<file path="src/rtl/tc.sv">
// tc: memory-mapped timer/counter with CTRL, PRESET and COUNT registers.
// Ports: clk, reset (sync, active-high), addr/we/wd bus in, rd/irq out.
module tc #(
  parameter logic [31:0] RESET_PRESET = 32'h0000_0000
) (
  input  logic        clk,
  input  logic        reset,
  input  logic [1:0]  addr,
  input  logic        we,
  input  logic [31:0] wd,
  output logic [31:0] rd,
  output logic        irq
);

  typedef enum logic [1:0] {
    S_IDLE,
    S_LOAD,
    S_CNT,
    S_INT
  } state_t;

  state_t      state_q, state_d;
  logic [3:0]  ctrl_q, ctrl_d;
  logic [31:0] preset_q, preset_d;
  logic [31:0] count_q, count_d;
  logic        flag_q, flag_d;

  logic        wr_ctrl;
  logic        wr_pre;
  logic        en_eff;

  assign wr_ctrl = we && (addr == 2'd0);
  assign wr_pre  = we && (addr == 2'd1);

  // A CTRL write takes effect on the FSM at the same edge it lands.
  assign en_eff = wr_ctrl ? wd[0] : ctrl_q[0];

  always_comb begin
    state_d  = state_q;
    ctrl_d   = ctrl_q;
    preset_d = preset_q;
    count_d  = count_q;
    flag_d   = flag_q;

    if (wr_ctrl) ctrl_d = wd[3:0];
    if (wr_pre) preset_d = wd;
    if (wr_ctrl || wr_pre) flag_d = 1'b0;

    unique case (state_q)
      S_IDLE: begin
        if (en_eff) state_d = S_LOAD;
      end
      S_LOAD: begin
        if (!en_eff) begin
          state_d = S_IDLE;
        end else begin
          count_d = preset_q;
          state_d = S_CNT;
        end
      end
      S_CNT: begin
        if (!en_eff) begin
          state_d = S_IDLE;
        end else if (count_q > 32'd1) begin
          count_d = count_q - 32'd1;
        end else begin
          count_d = '0;
          flag_d  = 1'b1;
          state_d = S_INT;
        end
      end
      S_INT: begin
        if (ctrl_q[2:1] == 2'b01) begin
          flag_d  = 1'b0;
          state_d = S_LOAD;
        end else begin
          // One-shot: a concurrent CPU CTRL write beats the EN clear.
          if (!wr_ctrl) ctrl_d[0] = 1'b0;
          state_d = S_IDLE;
        end
      end
      default: state_d = S_IDLE;
    endcase
  end

  always_ff @(posedge clk) begin
    if (reset) begin
      state_q  <= S_IDLE;
      ctrl_q   <= '0;
      preset_q <= RESET_PRESET;
      count_q  <= '0;
      flag_q   <= 1'b0;
    end else begin
      state_q  <= state_d;
      ctrl_q   <= ctrl_d;
      preset_q <= preset_d;
      count_q  <= count_d;
      flag_q   <= flag_d;
    end
  end

  always_comb begin
    rd = '0;
    unique case (addr)
      2'd0:    rd = {28'd0, ctrl_q};
      2'd1:    rd = preset_q;
      2'd2:    rd = count_q;
      default: rd = '0;
    endcase
  end

  assign irq = flag_q & ctrl_q[3];

endmodule

</file>
<file path="config.mk">
export PLATFORM = sky130hd
export DESIGN_NAME = tc
export DESIGN_NICKNAME = d
export VERILOG_FILES = /design/src/rtl/tc.sv
export SDC_FILE = /design/constraint.sdc
export NUM_CORES = 1
export LEC_CHECK = 0
export ABC_AREA = 0
export CORE_ASPECT_RATIO = 1.5
export CORE_UTILIZATION = 24
export CTS_CLUSTER_DIAMETER = 120
export DETAILED_ROUTE_END_ITERATION = 6
export PLACE_DENSITY_LB_ADDON = 0.1
export SLEW_MARGIN = 25
export SYNTH_ARGS = -nofsm -noshare
export SYNTH_HDL_FRONTEND = slang
export SYNTH_SLANG_ARGS = --single-unit
</file>
<file path="constraint.sdc">
create_clock -name clk -period 2.4 [get_ports clk]
set_clock_uncertainty 0.05 [all_clocks]
set_input_delay 0.48 -clock clk [delete_from_list [all_inputs] [get_ports clk]]
set_output_delay 0.48 -clock clk [all_outputs]
set_load 0.02 [all_outputs]
</file>
# After elaboration in Yosys (flattened, before gate mapping)
# Index checks and enable logic that the tools add are counted.
# W data, S select, Z words.
# word_totals
reg_bits	71
inputBits	37
out_inout_bits	33
# op_classes
n_lt_le_gt_ge	1
n_mux	21
eq_ne	10
reduce_logical	8
n_addsub	1
bitwise_logic	1
# ops
op	n
$mux W32	3
$pmux W32 S3	1
$pmux W32 S2	1
$gt A32 B1 Y1 const B	1
$sub A32 B1 Y32 const B	1
$mux W1	10
$mux W2	4
$pmux W2 S4	1
$eq A2 B1 Y1 const B	3
$eq A2 B2 Y1 const B	3
$ne A2 B2 Y1 const B	3
$logic_not A2 Y1	2
$ne A3 B3 Y1 const B	1
$reduce_and A3 Y1	1
$logic_and A1 B1 Y1	2
$pmux W1 S2	1
$reduce_and A2 Y1	1
$reduce_bool A2 Y1	1
$and A1 B1 Y1	1
$logic_or A1 B1 Y1	1

# Logic depth before layout (Yosys ltp)
# Gate-level depths: netlist (run 1).
# logic_depth
word_depth	7
depth_mapped	9
mapped_depth_nobuf	8

# Least setup slack after synthesis (run 1)
# OpenSTA, ideal clock, no wires.
# synth_path
path_type	input port to output port
start	in addr[1]
end	out rd[10]
cell_stages	5
path_buffers	3
setup_slack_ps	34
t_arrival_ps	1836
t_required_ps	1870
cell_sequence	clkbuf_1 > nor2b_1 > clkbuf_1 > buf_1 > a22o_1
# synth_via
elab_chain_len	2
word_cells_on_any_way	4
classes_between	eq/ne: 2; mux: 1; reduce/logical: 1
# synth_rtl
item	line	source
start: declaration	8	input logic [1:0] addr,
$eq A2 B2 Y1, or another cell as far along	104	unique case (addr)
$pmux W32 S3 *	104	
end: declaration	11	output logic [31:0] rd,
# Every way passes the cells marked *; elsewhere a longest branch is shown, timed or not.

# Worst setup path after layout (run 1)
# layout_path
start	in addr[0]
end	out rd[14]
# The elaborated chain is that of the path after synthesis.

==> results of run 1 <==
## cell type report
class	instances	share of cell area (%)
clock buffers	10	4.15
clock inverters	6	1.19
inverters	7	0.456
multi-input cells	416	43.3
flip-flops and latches	71	24.7
well taps	206	4.47
repair buffers	148	21.8
## state kept, by name, indices dropped and copies added, names as in the netlist
| name | flops |
|---|---|
| count_q | 32 |
| flag_q | 1 |
| ctrl_q | 4 |
| preset_q | 32 |
| state_q | 2 |
## stage by stage
step / utilization (%) / power (W) / TNS (ps) / instance area (um^2) / setup WS, ps
2_1_floorplan: - / 0.00138 / 0 / 4050 / 33.5
3_3_place_gp: 32.7 / 0.00154 / -23010 / 5350 / -469
3_5_place_dp: 32.7 / 0.00154 / -22760 / 5350 / -472
4_1_cts: 34.3 / 0.00296 / -0.745 / 5610 / -0.745
5_1_grt: 35.3 / 0.00304 / -11.7 / 5760 / -11.7
6_report: 35.3 / 0.00293 / 0 / 5760 / 40.9
## synthesized netlist by cell type, types with 5 or more instances
library cell  instances
clkbuf_1             32
o21ai_0              25
a22oi_1               7
nor3_1               13
a21oi_1              48
dfxtp_1              71
mux2i_1               8
buf_2                 7
nand3_1              22
and2_1                5
nor2_1               24
nand2b_1              8
a22o_1               30
nand2_1             116
nor4_1                8
nand4_1               5
a31oi_1              23
inv_1                 7
nor2b_1               6
## worst max-delay path, cell delays in order
cell	delay, ps
clkdlybuf4s50_1	440
buf_6	160
nor2b_4	250
buf_6	170
a22o_1	170
buf_4	150
## routing by layer
layer  vias up  global-route usage [%]
met4         0                    7.66
li1       2194                       -
met2       115                    33.6
met5         -                       0
met3        22                    2.82
met1      2139                    21.0
## timing repair
action | CTS | global route
setup endpoints to repair | 37 | 49
pin swaps | 1 | 5
hold buffers | 0 | 0
buffers inserted | 2 | 9
gates resized for setup | 143 | 26
gates cloned | 3 | 1
## power groups by stage
stage               clock [W]  sequential [W]  combinational, W
floorplan                   0         0.00124          0.000138
global placement            0         0.00125          0.000286
detailed placement          0         0.00125          0.000287
CTS                   0.00143         0.00123          0.000297
global route          0.00148         0.00123          0.000336
finish                0.00139         0.00123          0.000312
## kinds of logic (layout without fill, tap and decap cells)
kind of cell | after synthesis | in the layout
adder cells (fa/ha/maj) | 2 | 2
AND/OR/NAND/NOR | 239 | 239
AO/OA/AOI/OAI | 163 | 164
flip-flops | 71 | 71
multiplexers | 11 | 11
buffers and inverters | 53 | 171
## worst max-delay path by stage
| stage | endpoint | startpoint | slack, ps |
|---|---|---|---|
| 2_1_floorplan | rd[10] | addr[1] | 30 |
| 3_3_place_gp | rd[28] | addr[1] | -470 |
| 3_5_place_dp | rd[28] | addr[1] | -470 |
| 4_1_cts | rd[28] | addr[0] | -0.7 |
| 5_1_grt | count_q[29] | count_q[7] | -10 |
| 6_report | rd[14] | addr[0] | 40 |
==> run metrics, run 1 <==
Synth Flop Type dfxtp_1; Via density 5.17; Pre-antenna DRT Iters 5; Slew @ Worst Pin 676 ps; most frequent cells in the layout 116 x nand2_1, 72 x buf_4, 71 x dfxtp_1; global-route usage over all layers 18.5%; XOR/XNOR Fraction of Synth Area 0%; Max Root-Sink Buffers 2; PortBufs 69; Post-Layout Cell Count 864; Worst Hold Path Cells 2; die extent in x 108 um; area occupied by registers 1420 um^2; Seq cells post-synth 71; clock sink count 71; RSZ-0062 raised after global routing yes; Clock power frac 47.6%; Starting Density 24.8%; library cells used by synthesis 57; Ant. Diodes 0; critical path endpoint category output pin; Root Buffer clkbuf_16; pwr dens 509 nW/um^2; status finished, final reports clean; Top Layer Used met4; Setup crit start kind input port; initial antenna violation count 0; wl on met1 6280 um; Max Clk Rate 424 MHz; Tmin final 2360 ps; met3 WL 657 um; Nets 692; Max H-tree Level 3; multiplexer share of the synthesized area 2.81%; met2 wire len 8260 um; # rows 57; Post-Synthesis Cells 539; Post-Place Cells 833; Die Y 161 um; # IOs 70; RR Startpoint count_q[7]; top-area cell type share of the netlist area 35.1%; Filler cells 1,766; Synth Area in Simple Gates 29.3%; Net Sw Frac 25.2%; hold_ws 423 ps; clock slew at reported path FFs 60 ps; slew margin rel. 55.0%; Synth Area per Inst 7.51 um^2; RePlAce Congestion 0.828; Netlist Area Pre-Place 4050 um^2; internal power 0.00219 W; register-to-register path setup slack 130 ps; crit share post-route 98.3%; ys async rst share 0%; Compound-Gate Fraction of Synth Area 26.4%; CP arrival 1830 ps; syn_nets 578; first-pass GRT wire length 24,400 um; Reg power frac 41.8%; Worst Hold Endpoint preset_q[27]; adder-cell share of the synthesized area 0.618%; TritonCTS Buffers 9; Worst EP required 1870 ps; WL final 15,700 um; largest net degree at the start of global routing 34; Fin. Hold Viols 0; final setup violating endpoints 0; MaxCap Viol Count 0; reg-to-reg critical path endpoint count_q[1]; r2r worst-path depth 7; die area 17,400 um^2; largest cells by area after synthesis dfxtp_1 35%, nand2_1 11%, a22o_1 6.5%, a21oi_1 5.9%, a31oi_1 3.6%; Remaining DRCs 0; area grow syn2layout 42.3%; Core ar. 16,300 um^2; Remaining Overflow, GRT 0; Gate power share 10.6%; Syn. warnings 0; P_sw 0.000738 W; sequential-to-total area share from yosys stat 35.1%; Initial DRC Count 208; Worst Path Max Fanout 8; footprint of the multi-input gates 2490 um^2; commonest non-fill, non-tap cell in the layout nand2_1; largest area contributor in the netlist dfxtp_1; Pins Over Slew Limit 0; Detail Placement HPWL 11,100 um; vias 4,470; number of synthesized flops with an enable pin 0; CTS tree yes; HP Start preset_q[27]; share of cells above drive strength 1 23.7%; Detail Route Antenna Nets 0; worst min-delay path class flip-flop to flip-flop; maximum vdd drop 0.000335 V; wire length per cell 18.1 um; Skew-Pair Late Insertion Delay 340 ps; Leakage 2.22 nW; Worst Setup Path Type input port to output pin; number of global-route vias before repair 4,393; largest family of logic cells by synthesized area simple AND/OR/NAND/NOR gates
Power figures use the tool's default switching activity.
==> inputs of run 2 (changes only) <==
--- a/config.mk
+++ b/config.mk
@@ -6,8 +6,9 @@
 export NUM_CORES = 1
 export LEC_CHECK = 0
 export ABC_AREA = 0
+export CAP_MARGIN = 20
 export CORE_ASPECT_RATIO = 1.5
-export CORE_UTILIZATION = 24
+export CORE_UTILIZATION = 30
 export CTS_CLUSTER_DIAMETER = 120
 export DETAILED_ROUTE_END_ITERATION = 6
 export PLACE_DENSITY_LB_ADDON = 0.1
==> run 2 against run 1 <==
  * Setup slack improved by 25 ps
  * First-iteration DRC count increased by 17%
  * Critical path depth down 1
  * Critical path type unchanged
  * Largest power group unchanged
==> run metrics, run 2 (synthesis results as in run 1) <==
Tmin final 2330 ps (-24.7 ps); Core ar. 13,100 um^2 (-20%); most frequent cells in the layout 116 x nand2_1, 71 x dfxtp_1, 49 x buf_4; cell family with most CP delay buffers and inverters; status finished, final reports clean; global-route usage over all layers 20.3% (+1.8 points); MaxCap Viol Count 0 (unchanged); Root Buffer clkbuf_16; first-pass GRT wire length 22,300 um (-8.5%); Starting Density 31.0% (+6.2 points); Nets 673 (-2.7%); RePlAce Congestion 0.865 (+4.6%); Worst Setup Path Type input port to output pin; slew margin rel. 58.3% (+3.4 points); Filler cells 1,294 (-27%); Worst EP required 1870 ps (about the same); Max H-tree Level 3 (unchanged); number of global-route vias before repair 4,261 (-3.0%); CTS tree yes; Die Y 144 um (-10%); Setup crit start kind input port; crit share post-route 97.3% (-1.0 points); WL final 14,800 um (-5.6%); Ant. Diodes 0 (unchanged); wire length per cell 18.5 um (+2.3%); Worst Path Buf+Inv 3 (-1); CP arrival 1800 ps (-30 ps); area grow syn2layout 40.5%; Leakage 2.09 nW (-6.1%); Post-DP Area 5250 um^2 (-1.9%); Skew-Pair Late Insertion Delay 340 ps (about the same); Pins Over Slew Limit 0 (unchanged); die extent in x 96.9 um (-10%); largest net degree at the start of global routing 33 (-2.9%); post-route cell area 5690 um^2 (-1.2%); worst min-delay path class flip-flop to flip-flop; Via density 5.49 (+6.0%); # IOs 70 (unchanged); Final Core Density 43.5% (+8.2 points); Worst Path Max Fanout 14 (+6); RSZ-0062 raised after global routing no; critical path's slowest cell nor2b_4; Largest regs count_q (32), preset_q (32), ctrl_q (4); Max Clk Rate 428 MHz (+1.1%); Max Root-Sink Buffers 2 (unchanged); critical path endpoint category output pin; pwr dens 495 nW/um^2 (-2.6%); clock sink count 71 (unchanged); PortBufs 69 (unchanged); Remaining DRCs 0 (unchanged); Detail Placement HPWL 10,200 um (-8.3%); final setup violating endpoints 0 (unchanged); Initial DRC Count 243 (+17%); clock slew at reported path FFs 60 ps (about the same); # rows 51 (-11%); footprint of the multi-input gates 2450 um^2 (-1.7%); largest stage delay on the critical path 340 ps (-100 ps); vias 4,378 (-2.1%); Detail Route Antenna Nets 0 (unchanged); worst-path cell chain dlygate4sd2_1 > nor2b_4 > clkbuf_16 > a22o_1 > clkdlybuf4s15_2; area occupied by registers 1420 um^2 (unchanged); Pre-antenna DRT Iters 5 (unchanged); TritonCTS Buffers 9 (unchanged); Fin. Hold Viols 0 (unchanged); maximum vdd drop 0.000310 V (-7.4%); Remaining Overflow, GRT 0 (unchanged); share of cells above drive strength 1 21.0% (-2.7 points); initial antenna violation count 0 (unchanged); die area 14,000 um^2 (-20%); commonest non-fill, non-tap cell in the layout nand2_1; Slew @ Worst Pin 625 ps (-50.4 ps)
run 2: cell count changes in the layout (fill, tap and decap cells not counted), moves of 2 or more:
cell / before / now
buf_6: 10 / 2
buf_2: 22 / 1
clkdlybuf4s15_2: 1 / 27
clkbuf_2: 0 / 3
clkbuf_16: 9 / 12
buf_12: 5 / 7
inv_6: 1 / 3
buf_4: 72 / 49
run 2: stage by stage:
stage | hold slack [ps] | TNS [ps] | setup WS, ps | power [W] | std cells
after CTS | 426 | 0 | 1.68 | 0.00282 | 793
after global routing | 455 | 0 | 25.8 | 0.00293 | 798
after floorplan | 389 | 0 | 33.5 | 0.00138 | 539
after detailed placement | 418 | -21650 | -447 | 0.00154 | 777
after global placement | 412 | -20980 | -421 | 0.00154 | 777
final | 422 | 0 | 65.6 | 0.00282 | 798
run 2: worst paths after layout:
kind / cells after the start / endpoint / from / slack (ps)
max reg2reg: 7 / count_q[11] / count_q[0] / 120
min reg2reg: 2 / preset_q[31] / preset_q[31] / 420
min: 2 / preset_q[31] / preset_q[31] / 420
max: 5 / rd[31] / addr[1] / 70
run 2: area by class of cell:
class / instances / share of cell area (%)
sequential: 71 / 25.0
inverter: 7 / 0.462
multi-input combinational: 415 / 43.1
timing repair buffer: 130 / 23.1
clock buffer: 9 / 3.96
clock inverter: 7 / 0.923
tap: 159 / 3.50
run 2: what timing repair did:
item | 4_1_cts | 5_1_grt
gates resized for setup | 94 | 17
endpoints found under the setup margin | 50 | 42
cloned | 0 | 4
hold buffers | 0 | 0
setup buffers | 0 | 1
endpoints found under the hold margin | 0 | 0
run 2: report_power, final:
| group | switching, W | leakage [nW] | internal, W |
|---|---|---|---|
| logic | 0.000156 | 1.38 | 0.000157 |
| registers | 0.0000255 | 0.574 | 0.00120 |
| clock network | 0.000572 | 0.137 | 0.000709 |
| total | 0.000753 | 2.09 | 0.00207 |
run 2: tightest hold or removal path, delay by kind of cell (launching register included):
kind / cells / cell delay, ps
AOI/OAI and AO/OA: 1 / 50
DFF: 1 / 320
and+or+nand+nor: 1 / 60
run 2: layer usage:
metal / global-route usage [%] / vias up / share of wire, %
met4: 8.33 / 0 / 3.1
met3: 3.48 / 19 / 3.5
met2: 36.9 / 121 / 51
met1: 23.4 / 2084 / 42
met5: 0 / - / 0
li1: - / 2154 / -
